`config.mk`:
```
export PLATFORM = sky130hd
export DESIGN_NAME = lsu
export DESIGN_NICKNAME = d
export VERILOG_FILES = /design/src/rtl/lsu.sv
export SDC_FILE = /design/constraint.sdc
export NUM_CORES = 1
export LEC_CHECK = 0
export ABC_CLOCK_PERIOD_IN_PS = 2300
export CELL_PAD_IN_SITES_DETAIL_PLACEMENT = 1
export CELL_PAD_IN_SITES_GLOBAL_PLACEMENT = 1
export CORE_MARGIN = 3
export CORE_UTILIZATION = 32
export CTS_CLUSTER_SIZE = 12
export DETAILED_ROUTE_END_ITERATION = 10
export PLACE_DENSITY = 0.91
export SLEW_MARGIN = 0
export SYNTH_ARGS = -nofsm -noshare
export SYNTH_HDL_FRONTEND = slang
export SYNTH_SLANG_ARGS = --single-unit
```
`constraint.sdc`:
```
create_clock -name clk -period 2.3 [get_ports clk]
set_input_delay 0.345 -clock clk [delete_from_list [all_inputs] [get_ports clk]]
set_output_delay 0.345 -clock clk [all_outputs]
set_load 0.02 [all_outputs]
```
`src/rtl/lsu.sv`:
```
// lsu: load/store unit sitting after the ALU. Turns an effective address,
// store data and access size into one single-outstanding req/gnt/rvalid
// data-memory transaction, then returns sign/zero-extended load data.
//
// Optional feature: define MISALIGN_TRAP_EN to reject misaligned or
// reserved-size accesses with an lsu_err_o pulse and no bus traffic.
// Without it, the low address bits are ignored, the access proceeds
// aligned-down, size 2'b11 behaves as a word access, and lsu_err_o stays 0.
//
// Ports
//   clk, rst_n       core clock, async active-low reset
//   lsu_req_i        start an access (sampled only while idle)
//   lsu_we_i         1 = store, 0 = load
//   lsu_size_i       00 byte, 01 half, 10 word, 11 reserved
//   lsu_unsigned_i   zero-extend (1) or sign-extend (0) load data
//   lsu_addr_i       effective address
//   lsu_wdata_i      store data
//   lsu_busy_o       transaction in flight (stall the core)
//   lsu_done_o       one-cycle completion pulse
//   lsu_rdata_o      extended load data, updated with lsu_done_o
//   lsu_err_o        misaligned/reserved pulse, coincident with lsu_done_o
//   data_*           memory port: req/gnt handshake, rvalid response
module lsu #(
   parameter int DATA_WIDTH = 32,
   parameter int ADDR_WIDTH = 32
) (
   input  logic                    clk,
   input  logic                    rst_n,
   input  logic                    lsu_req_i,
   input  logic                    lsu_we_i,
   input  logic [1:0]              lsu_size_i,
   input  logic                    lsu_unsigned_i,
   input  logic [ADDR_WIDTH-1:0]   lsu_addr_i,
   input  logic [DATA_WIDTH-1:0]   lsu_wdata_i,
   output logic                    lsu_busy_o,
   output logic                    lsu_done_o,
   output logic [DATA_WIDTH-1:0]   lsu_rdata_o,
   output logic                    lsu_err_o,
   output logic                    data_req_o,
   input  logic                    data_gnt_i,
   output logic [ADDR_WIDTH-1:0]   data_addr_o,
   output logic                    data_we_o,
   output logic [DATA_WIDTH/8-1:0] data_be_o,
   output logic [DATA_WIDTH-1:0]   data_wdata_o,
   input  logic                    data_rvalid_i,
   input  logic [DATA_WIDTH-1:0]   data_rdata_i
);
   localparam int NUM_LANES = DATA_WIDTH / 8;

   typedef enum logic [1:0] {IDLE, REQ, WAIT} state_t;

   state_t                      st;
   logic                        we_q, uns_q, done_q, err_q;
   logic [1:0]                  size_q;
   logic [ADDR_WIDTH-1:0]       addr_q;
   logic [NUM_LANES-1:0]        be_q;
   logic [NUM_LANES-1:0][7:0]   wd_q;
   logic [DATA_WIDTH-1:0]       rdata_q;

   logic [1:0]                  size_eff;
   logic                        trap;
   logic [NUM_LANES-1:0]        be_n;
   logic [NUM_LANES-1:0][7:0]   wd_rep;
   logic [7:0]                  ld_b;
   logic [15:0]                 ld_h;
   logic [DATA_WIDTH-1:0]       ld_ext;

   // Reserved size collapses to word; with the trap enabled it never gets
   // latched anyway because it is rejected in IDLE.
   assign size_eff = (lsu_size_i == 2'b11) ? 2'b10 : lsu_size_i;

`ifdef MISALIGN_TRAP_EN
   assign trap = (lsu_size_i == 2'b11)
              | ((lsu_size_i == 2'b01) & lsu_addr_i[0])
              | ((lsu_size_i == 2'b10) & (|lsu_addr_i[1:0]));
`else
   assign trap = 1'b0;
`endif

   // Per byte lane: enable and replicated store byte, computed from the
   // incoming request so they can be latched once and held through REQ.
   for (genvar i = 0; i < NUM_LANES; i++) begin : g_lane
      always_comb begin
         case (size_eff)
            2'b00:   wd_rep[i] = lsu_wdata_i[7:0];
            2'b01:   wd_rep[i] = lsu_wdata_i[8*(i%2) +: 8];
            default: wd_rep[i] = lsu_wdata_i[8*i +: 8];
         endcase
         case (size_eff)
            2'b00:   be_n[i] = (lsu_addr_i[1:0] == 2'(i));
            2'b01:   be_n[i] = (lsu_addr_i[1] == 1'(i/2));
            default: be_n[i] = 1'b1;
         endcase
      end
   end

   // Load lane extraction uses the latched address (aligned-down for half).
   assign ld_b = data_rdata_i[8*addr_q[1:0] +: 8];
   assign ld_h = data_rdata_i[16*addr_q[1] +: 16];

   always_comb begin
      case (size_q)
         2'b00:   ld_ext = {{(DATA_WIDTH-8){~uns_q & ld_b[7]}}, ld_b};
         2'b01:   ld_ext = {{(DATA_WIDTH-16){~uns_q & ld_h[15]}}, ld_h};
         default: ld_ext = data_rdata_i;
      endcase
   end

   always_ff @(posedge clk or negedge rst_n) begin
      if (!rst_n) begin
         st      <= IDLE;
         we_q    <= 1'b0;
         uns_q   <= 1'b0;
         size_q  <= 2'b00;
         addr_q  <= '0;
         be_q    <= '0;
         wd_q    <= '0;
         done_q  <= 1'b0;
         err_q   <= 1'b0;
         rdata_q <= '0;
      end else begin
         done_q <= 1'b0;
         err_q  <= 1'b0;
         case (st)
            IDLE: if (lsu_req_i) begin
               if (trap) begin
                  done_q  <= 1'b1;
                  err_q   <= 1'b1;
                  rdata_q <= '0;
               end else begin
                  we_q   <= lsu_we_i;
                  uns_q  <= lsu_unsigned_i;
                  size_q <= size_eff;
                  addr_q <= lsu_addr_i;
                  be_q   <= be_n;
                  wd_q   <= wd_rep;
                  st     <= REQ;
               end
            end
            REQ: if (data_gnt_i) st <= WAIT;
            WAIT: if (data_rvalid_i) begin
               st      <= IDLE;
               done_q  <= 1'b1;
               rdata_q <= we_q ? '0 : ld_ext;
            end
            default: st <= IDLE;
         endcase
      end
   end

   // Bus fields are only driven while the request is outstanding.
   assign data_req_o   = (st == REQ);
   assign data_addr_o  = data_req_o ? {addr_q[ADDR_WIDTH-1:2], 2'b00} : '0;
   assign data_we_o    = data_req_o & we_q;
   assign data_be_o    = data_req_o ? be_q : '0;
   assign data_wdata_o = data_req_o ? wd_q : '0;

   assign lsu_busy_o  = (st != IDLE);
   assign lsu_done_o  = done_q;
   assign lsu_err_o   = err_q;
   assign lsu_rdata_o = rdata_q;
endmodule
```
**After elaboration in Yosys (flattened, before gate mapping)**

Cells that the tools add are included.

- Flip-flop bits (word level): 107
- Input port bits: 105
- Output and inout port bits: 105

- Equal/unequal tests: 11
- Shift operators: 2
- Multiplexer cells: 19
- Bitwise operators: 5
- Reduce and logical (&&, ||, !) cells: 9

Operators by type and width:

| cell | number |
|---|---|
| $mux W32 | 3 |
| $pmux W32 S2 | 1 |
| $shiftx A32 B6 Y16 | 1 |
| $shiftx A32 B6 Y8 | 1 |
| $mux W8 | 2 |
| $pmux W8 S2 | 1 |
| $eq A2 B1 Y1 const B | 4 |
| $eq A2 B2 Y1 const B | 4 |
| $logic_not A2 Y1 | 4 |
| $mux W2 | 4 |
| $pmux W1 S2 | 4 |
| $pmux W2 S3 | 1 |
| $mux W4 | 1 |
| $ne A2 B2 Y1 const B | 2 |
| $reduce_and A2 Y1 | 2 |
| $and A1 B1 Y1 | 3 |
| $reduce_and A3 Y1 | 1 |
| $mux W1 | 2 |
| $ne A2 B1 Y1 const B | 1 |
| $not A1 Y1 | 2 |
| $reduce_bool A2 Y1 | 1 |
| $reduce_or A2 Y1 | 1 |

**Logic depth before layout (Yosys ltp)**

Gate-level depths: netlist of the first run.

- Word-level depth: 5
- Gate-level depth with buffers: 7
- Depth with buffers taken out: 4

**Worst setup path before layout of the first run**

No wires, ideal clock.

- Path kind: reg2out
- Start: reg st[1]
- End: out data_wdata_o[22]
- Arrival: 1.354 ns
- Required time: 1.955 ns
- Path slack: 0.601 ns
- Cell stages (with the launch flop): 4
- Buffers on the path: 1
- Cell sequence: dfrtp_1 > nor2b_1 > clkbuf_1 > and2_1

- Word-level cells in the longest chain between the ends: 2

RTL lines:

| what | RTL line | text |
|---|---|---|
| from (decl) | 52 | `state_t st;` |
| from (signal assigned) | 111 | `st <= IDLE;` |
| from (signal assigned) | 137 | `st <= REQ;` |
| from (signal assigned) | 140 | `REQ: if (data_gnt_i) st <= WAIT;` |
| $eq A2 B1 Y1 | 152 | `assign data_req_o = (st == REQ);` |
| via data_req_o | 39 | `output logic data_req_o,` |
| $mux W32 | 156 | `assign data_wdata_o = data_req_o ? wd_q : '0;` |
| to (decl) | 44 | `output logic [DATA_WIDTH-1:0] data_wdata_o,` |

The timed path passes the listed nets, and every way through them passes these cells.

**Worst setup path in the final report of the first run**

- Start: reg st[1]
- End: out data_addr_o[20]

- Word-level cells in the longest chain between the ends: 2

RTL lines:

| what | RTL line | text |
|---|---|---|
| $eq A2 B1 Y1 | 152 |  |
| $mux W32 | 153 | `assign data_addr_o = data_req_o ? {addr_q[ADDR_WIDTH-1:2], 2'b00} : '0;` |
| to (decl) | 41 | `output logic [ADDR_WIDTH-1:0] data_addr_o,` |

Every way passes these cells.

==> results.txt, run 1 <==
run status - finished, final reports clean
syn_area_per_cell - 8.89 µm²
CTS max path bufs - 2
CP startpoint kind - flop
Vias/cell - 4.92
num rows - 46
CTS Buf Count - 9
Final Hold Slack - 0.466 ns
Root Driver - clkbuf_16
Syn Inst Count - 599
Final Cycle Share - 0.965
I/O Pins - 210
YS warnings - 0
routability congestion estimate from global placement - 0.787
CP peak stage delay - 0.60 ns
final setup fails - 0
min-delay worst type - reg2reg
Top delay family on crit path - buffers and inverters
GR Overflow Total - 0
sequential element share of the synthesized area - 0.503
leak pwr - 3.89 nW
area delta synth->final - 47.2%
Worst Clk Skew - 0.00774 ns
Routed WL per cell - 18.7 µm
Arr. time, crit path - 1.87 ns
Max Clock Freq - 450 MHz
Mapped Area - 5330 µm²
Worst-Margin Slew - 0.542 ns
vias in the first global route - 5,394
Die Area - 18,200 µm²
Post-Place Setup Slack - 0.157 ns
post-synth top area share - 0.503
Critical-path top delay cell - clkdlybuf4s50_1
slew margin rel. - 0.638
IO Port Bufs - 206
# DRC - 0
Min Clock Period, post-route - 2.22 ns
Setup Crit Path Kind - reg2out
PD cells - 1250 nW/µm²
CP cell instances - nor2b_4, buf_4, and2_1, clkdlybuf4s50_1
DR pass1 iterations - 4
via count - 4,998
Setup TNS - 0 ns
die height - 135 µm
initial core utilization - 0.331
ANT nets after route - 0
Reg clk slew, reported paths - 0.07 ns
Power Total - 9.81 mW
maximum vdd drop - 0.446 mV
RSZ-0062 raised after global routing - false
Final Hold Fails - 0
final max-slew violation count - 0
initial antenna violation count - 0
Routed Wire Length - 19,000 µm
max-cap violation count - 0
layout cells sized above 1 - 0.0913
htree depth - 3
Clock Latency Late Sink - 0.34 ns
# fillers - 1,911
clock sink count - 107
CP Capture Type - primary output
critical path peak fanout - 5
CTS tree - built
synth unique cells - 31
NumNets Final - 902
n_diodes - 0
largest net degree at the start of global routing - 51
post-route setup slack - 0.0801 ns
global-route usage over all layers - 0.210
initial DRC count - 248
Final Non-Filler Cells - 1,016
Synth area leaders - dfrtp_1, nand2_1, and2_1, mux2i_1, o21ai_0
first-pass GRT wire length - 30,000 µm
leading area contributor after synthesis - dfrtp_1
total placed cells including tap cells - 998
Worst Path Buf+Inv - 2
hpwl dp - 14,100 µm
width of the die - 135 µm
#FFs+latches synth - 107
CP required - 1.96 ns
Core Area - 16,100 µm²
==> cells in the mapped netlist, drive strengths merged <==
library cell and number:
nor2 14, or2 1, dfrtp 107, clkbuf 30, a31oi 2, nor3 2
a32o 8, nand2b 17, nor2b 4, and2 75, mux2i 31, nand2 181
inv 7, o31ai 1, o21bai 1, buf 13, a22o 2, o211ai 2
a2111o 1, o21ai 53, conb 1, a22oi 17, nand3b 1, mux2 9
a21oi 19
==> per-stage QoR <==
step                      utilization  instance area (µm²)
after floorplan                     -                 5340
after global placement          0.476                 7680
after detailed placement        0.476                 7680
after CTS                       0.493                 7940
after global routing            0.487                 7840
final                           0.487                 7840
==> where the power goes <==
group | leakage (nW) | internal [mW] | switching (mW)
Sequential | 1.34 | 2.75 | 0.600
Combinational | 2.41 | 2.16 | 2.83
Clock | 0.131 | 0.782 | 0.687
Total | 3.89 | 5.69 | 4.12
==> placed cells by master (no fill, tap or decap), types with 2 or more instances in the layout <==
master             n
o21ai_0           53
nor2_1            13
nor3_1             2
dfrtp_1          107
dlymetal6s2s_1     2
nand2b_1          17
nor2b_1            3
mux2_2             8
clkbuf_8           2
dlygate4sd2_1     40
a32o_1             8
buf_4             17
clkbuf_16          9
a31oi_1            2
a22o_1             2
conb_1             3
nand2_1          180
buf_12             4
and2_1            74
o211ai_1           2
inv_1              7
a22oi_1           16
mux2i_1           31
clkbuf_2          23
a21oi_1           19
clkdlybuf4s50_1  140
==> cell type report <==
type,instances,area (µm²),area share
repair buffers,228,2140,0.273
inverters,7,26.3,0.00335
clock inverters,2,12.5,0.00160
clock buffers,12,256,0.0327
well taps,216,270,0.0345
multi-input cells,444,2460,0.313
flip-flops and latches,107,2680,0.341
==> what timing repair did <==
| action | 4_1_cts | 5_1_grt |
|---|---|---|
| gates cloned | 1 | 0 |
| endpoints found under the hold margin | 35 | 0 |
| hold buffers | 1 | 0 |
| endpoints found under the setup margin | 63 | 25 |
| gates resized for setup | 78 | 33 |
| buffers inserted | 2 | 0 |
==> layer usage <==
metal | part of all wire | GRT usage | vias to the layer above
met5 | 0 | 0 | -
met4 | 0.018 | 0.0599 | 0
met3 | 0.056 | 0.0425 | 26
met2 | 0.50 | 0.361 | 177
met1 | 0.43 | 0.270 | 2440
li1 | - | - | 2355
==> worst paths after layout <==
path	cells past startpoint	to	slack [ns]	from
worst max-delay path	4	data_addr_o[20]	0.08	st[1]$_DFFE_PN0P_
worst min-delay path	2	addr_q[9]$_DFFE_PN0P_	0.47	addr_q[9]$_DFFE_PN0P_
worst max register to register	4	lsu_rdata_o[12]$_DFFE_PN0P_	0.38	addr_q[1]$_DFFE_PN0P_
worst min register to register	2	addr_q[9]$_DFFE_PN0P_	0.47	addr_q[9]$_DFFE_PN0P_
max in group asynchronous	3	lsu_rdata_o[2]$_DFFE_PN0P_	1.09	rst_n
min in group asynchronous	2	lsu_rdata_o[11]$_DFFE_PN0P_	0.53	rst_n
==> worst min-delay path: cells and delay by family (launching register included) <==
| kind | cells | cell delay (ns) |
|---|---|---|
| AND/OR/NAND/NOR | 2 | 0.10 |
| flip-flops | 1 | 0.34 |
==> logic make-up (layout without fill, tap and decap cells) <==
kind of cell	count (synthesis)	in the layout	synth area share
flip-flops	107	107	0.503
other	1	3	0.000704
multiplexers	40	40	0.0780
AND/OR/NAND/NOR	295	295	0.257
buffers and inverters	50	249	0.0404
AO/OA/AOI/OAI	106	106	0.121
==> flip-flops by register name, indices dropped and copies added (netlist names) <==
register     count
st               2
lsu_done_o       1
addr_q          32
uns_q            1
we_q             1
wd_q            32
lsu_rdata_o     32
be_q             4
size_q           2
No activity file was read; power rests on OpenSTA's default activity.
==> inputs of run 2 (changes only) <==
--- a/config.mk
+++ b/config.mk
@@ -6,6 +6,7 @@
 export NUM_CORES = 1
 export LEC_CHECK = 0
 export ABC_CLOCK_PERIOD_IN_PS = 2300
+export CAP_MARGIN = 40
 export CELL_PAD_IN_SITES_DETAIL_PLACEMENT = 1
 export CELL_PAD_IN_SITES_GLOBAL_PLACEMENT = 1
 export CORE_MARGIN = 3
@@ -13,6 +14,7 @@
 export CTS_CLUSTER_SIZE = 12
 export DETAILED_ROUTE_END_ITERATION = 10
 export PLACE_DENSITY = 0.91
+export SKIP_CTS_REPAIR_TIMING = 1
 export SLEW_MARGIN = 0
 export SYNTH_ARGS = -nofsm -noshare
 export SYNTH_HDL_FRONTEND = slang
==> run 2 against run 1 <==
The flow now finishes with violations (hold timing). Die area unchanged. Worst setup slack improved by 0.042 ns. Via count up 0.46%. Register-to-register slack got worse by 0.02 ns. Power rose by 2.5%. Wire length increased by 1.7%. Clock skew fell by 0.0020 ns. Hold slack worse by 0.49 ns. Sequential cell count unchanged. Critical endpoint unchanged. Global-route usage fell by 0.37 points.
==> results.txt, run 2 (same netlist as run 1, synthesis figures left out) <==
Min Clock Period, post-route - 2.18 ns (-0.0424 ns)
Final Hold Fails - 35 (+35)
Vias/cell - 4.94 (+0.46%)
total net switching power - 4.15 mW (+0.82%)
worst flop-to-flop path endpoint - lsu_rdata_o[14]$_DFFE_PN0P_
sw frac - 0.413 (-0.00698)
min-delay worst type - in2async
Reg power frac - 0.334 (-0.007)
Worst Clk Skew - 0.00574 ns (-0.00201 ns)
htree depth - 3 (unchanged)
area delta synth->final - 53.1%
Setup Crit Path Kind - reg2out
die height - 135 µm (unchanged)
Reg clk slew, reported paths - 0.07 ns (about the same)
CTS max path bufs - 2 (unchanged)
NumNets Final - 902 (unchanged)
num rows - 46 (unchanged)
initial core utilization - 0.331 (unchanged)
Max Clock Freq - 459 MHz (+1.9%)
commonest non-fill, non-tap cell in the layout - nand2_1
Final Hold Slack - -0.0229 ns (-0.489 ns)
max-cap violation count - 0 (unchanged)
maximum vdd drop - 0.505 mV (+13%)
final max-slew violation count - 0 (unchanged)
CTS tree - built
Setup TNS - 0 ns (unchanged)
Cell Area, Placed - 7680 µm² (unchanged)
CP Capture Type - primary output
via count - 5,021 (+0.46%)
Final Cycle Share - 0.947 (-0.0184)
Die Area - 18,200 µm² (unchanged)
multi-input combinational cell area - 2460 µm² (unchanged)
layout cells sized above 1 - 0.0638 (-0.0275)
Final Non-Filler Cells - 1,016 (unchanged)
run status - complete, but fails checks
final setup fails - 0 (unchanged)
global-route usage over all layers - 0.207 (-0.00372)
largest net degree at the start of global routing - 51 (unchanged)
# fillers - 1,857 (-2.8%)
initial antenna violation count - 0 (unchanged)
Arr. time, crit path - 1.83 ns (-0.04 ns)
FF+latch area - 2680 µm² (unchanged)
Worst R2R Path Depth - 4 (unchanged)
failing checks - hold timing
Internal - 5.91 mW (+3.8%)
FF-to-FF setup slack - 0.36 ns (-0.02 ns)
most frequent cells in the layout - nand2_1, clkdlybuf4s50_1, dfrtp_1
Finished Cell Area - 8150 µm² (+4.0%)
leak pwr - 4.72 nW (+22%)
hpwl dp - 14,100 µm (unchanged)
slew margin rel. - 0.628 (-0.00999)
routability congestion estimate from global placement - 0.787 (unchanged)
initial DRC count - 236 (-4.8%)
utilization after layout - 0.506 (+0.0193)
Worst-Margin Slew - 0.557 ns (+0.0156 ns)
CTS Buf Count - 9 (unchanged)
GR Overflow Total - 0 (unchanged)
Routed WL per cell - 19.0 µm (+1.7%)
n_diodes - 0 (unchanged)
Logic pwr share - 0.520 (+0.011)
first-pass GRT wire length - 29,600 µm (-1.4%)
Routed Wire Length - 19,300 µm (+1.7%)
I/O Pins - 210 (unchanged)
width of the die - 135 µm (unchanged)
# DRC - 0 (unchanged)
Root Driver - clkbuf_16
CP required - 1.96 ns (about the same)
PD cells - 1230 nW/µm² (-1.4%)
RSZ-0062 raised after global routing - false
worst reg2reg startpoint - addr_q[1]$_DFFE_PN0P_
Core Area - 16,100 µm² (unchanged)
IO Port Bufs - 206 (unchanged)
ANT nets after route - 0 (unchanged)
vias in the first global route - 5,334 (-1.1%)
critical path peak fanout - 5 (unchanged)
Clock Latency Late Sink - 0.34 ns (about the same)
DR pass1 iterations - 5 (+1)
total placed cells including tap cells - 998 (unchanged)
clock network fraction of design power - 0.146 (-0.004)
CP startpoint kind - flop
clock sink count - 107 (unchanged)
run 2: cell types whose count changed in the layout (fill, tap and decap cells not counted), sizes merged:
cell           before  now
clkbuf             35   13
dlymetal6s2s        2   64
buf                21   22
clkdlybuf4s50     140  141
dlygate4sd3         1    0
dlygate4sd2        40    0
bufbuf              1    0
run 2: cell type report:
| class | count | area share |
|---|---|---|
| sequential | 107 | 0.328 |
| multi-input combinational | 444 | 0.302 |
| timing repair buffer | 228 | 0.301 |
| tap | 216 | 0.0331 |
| clock buffer | 12 | 0.0315 |
| inverter | 7 | 0.00322 |
| clock inverter | 2 | 0.00153 |
run 2: power by group through the flow:
| stage | clock network, mW | registers (mW) | logic (mW) |
|---|---|---|---|
| finish | 1.47 | 3.36 | 5.23 |
| global route | 1.61 | 3.47 | 5.70 |
| CTS | 1.52 | 3.37 | 5.26 |
| detailed placement | 0 | 3.38 | 5.24 |
| global placement | 0 | 3.33 | 5.05 |
| floorplan | 0 | 3.42 | 2.66 |
run 2: how the worst max path moves through the flow:
| stage | start | end | slack [ns] | depth (start not counted) |
|---|---|---|---|---|
| finish | st[1]$_DFFE_PN0P_ | data_addr_o[20] | 0.12 | 4 |
| global route | st[1]$_DFFE_PN0P_ | data_addr_o[16] | 0.05 | 4 |
| CTS | st[1]$_DFFE_PN0P_ | data_wdata_o[13] | -0.15 | 4 |
| detailed placement | data_rvalid_i | lsu_rdata_o[26]$_DFFE_PN0P_ | 0.16 | 8 |
| global placement | data_rvalid_i | lsu_rdata_o[26]$_DFFE_PN0P_ | 0.28 | 8 |
| floorplan | st[1]$_DFFE_PN0P_ | data_wdata_o[22] | 0.60 | 3 |
run 2: layer usage:
layer / share of wire / wire length (µm) / global-route usage / vias to the layer above
met5: 0 / 0 / 0 / -
met4: 0.016 / 300 / 0.0599 / 0
met1: 0.42 / 8100 / 0.266 / 2466
met2: 0.51 / 9760 / 0.352 / 178
met3: 0.058 / 1120 / 0.0432 / 25
li1: - / - / - / 2352
run 2: per-stage QoR:
stage	power [mW]	setup slack [ns]	hold slack, ns
final	10.1	0.122	-0.0229
after global routing	10.8	0.0490	0.00200
after CTS	10.2	-0.150	-0.0173
after detailed placement	8.63	0.157	0.359
after global placement	8.37	0.278	0.362
after floorplan	6.09	0.601	0.0494
run 2: worst max-delay path, stage by stage, from the launching register on:
cell             delay (ns)
dfrtp_1                0.46
nor2b_4                0.18
buf_4                  0.13
and2_1                 0.12
clkdlybuf4s50_1        0.60
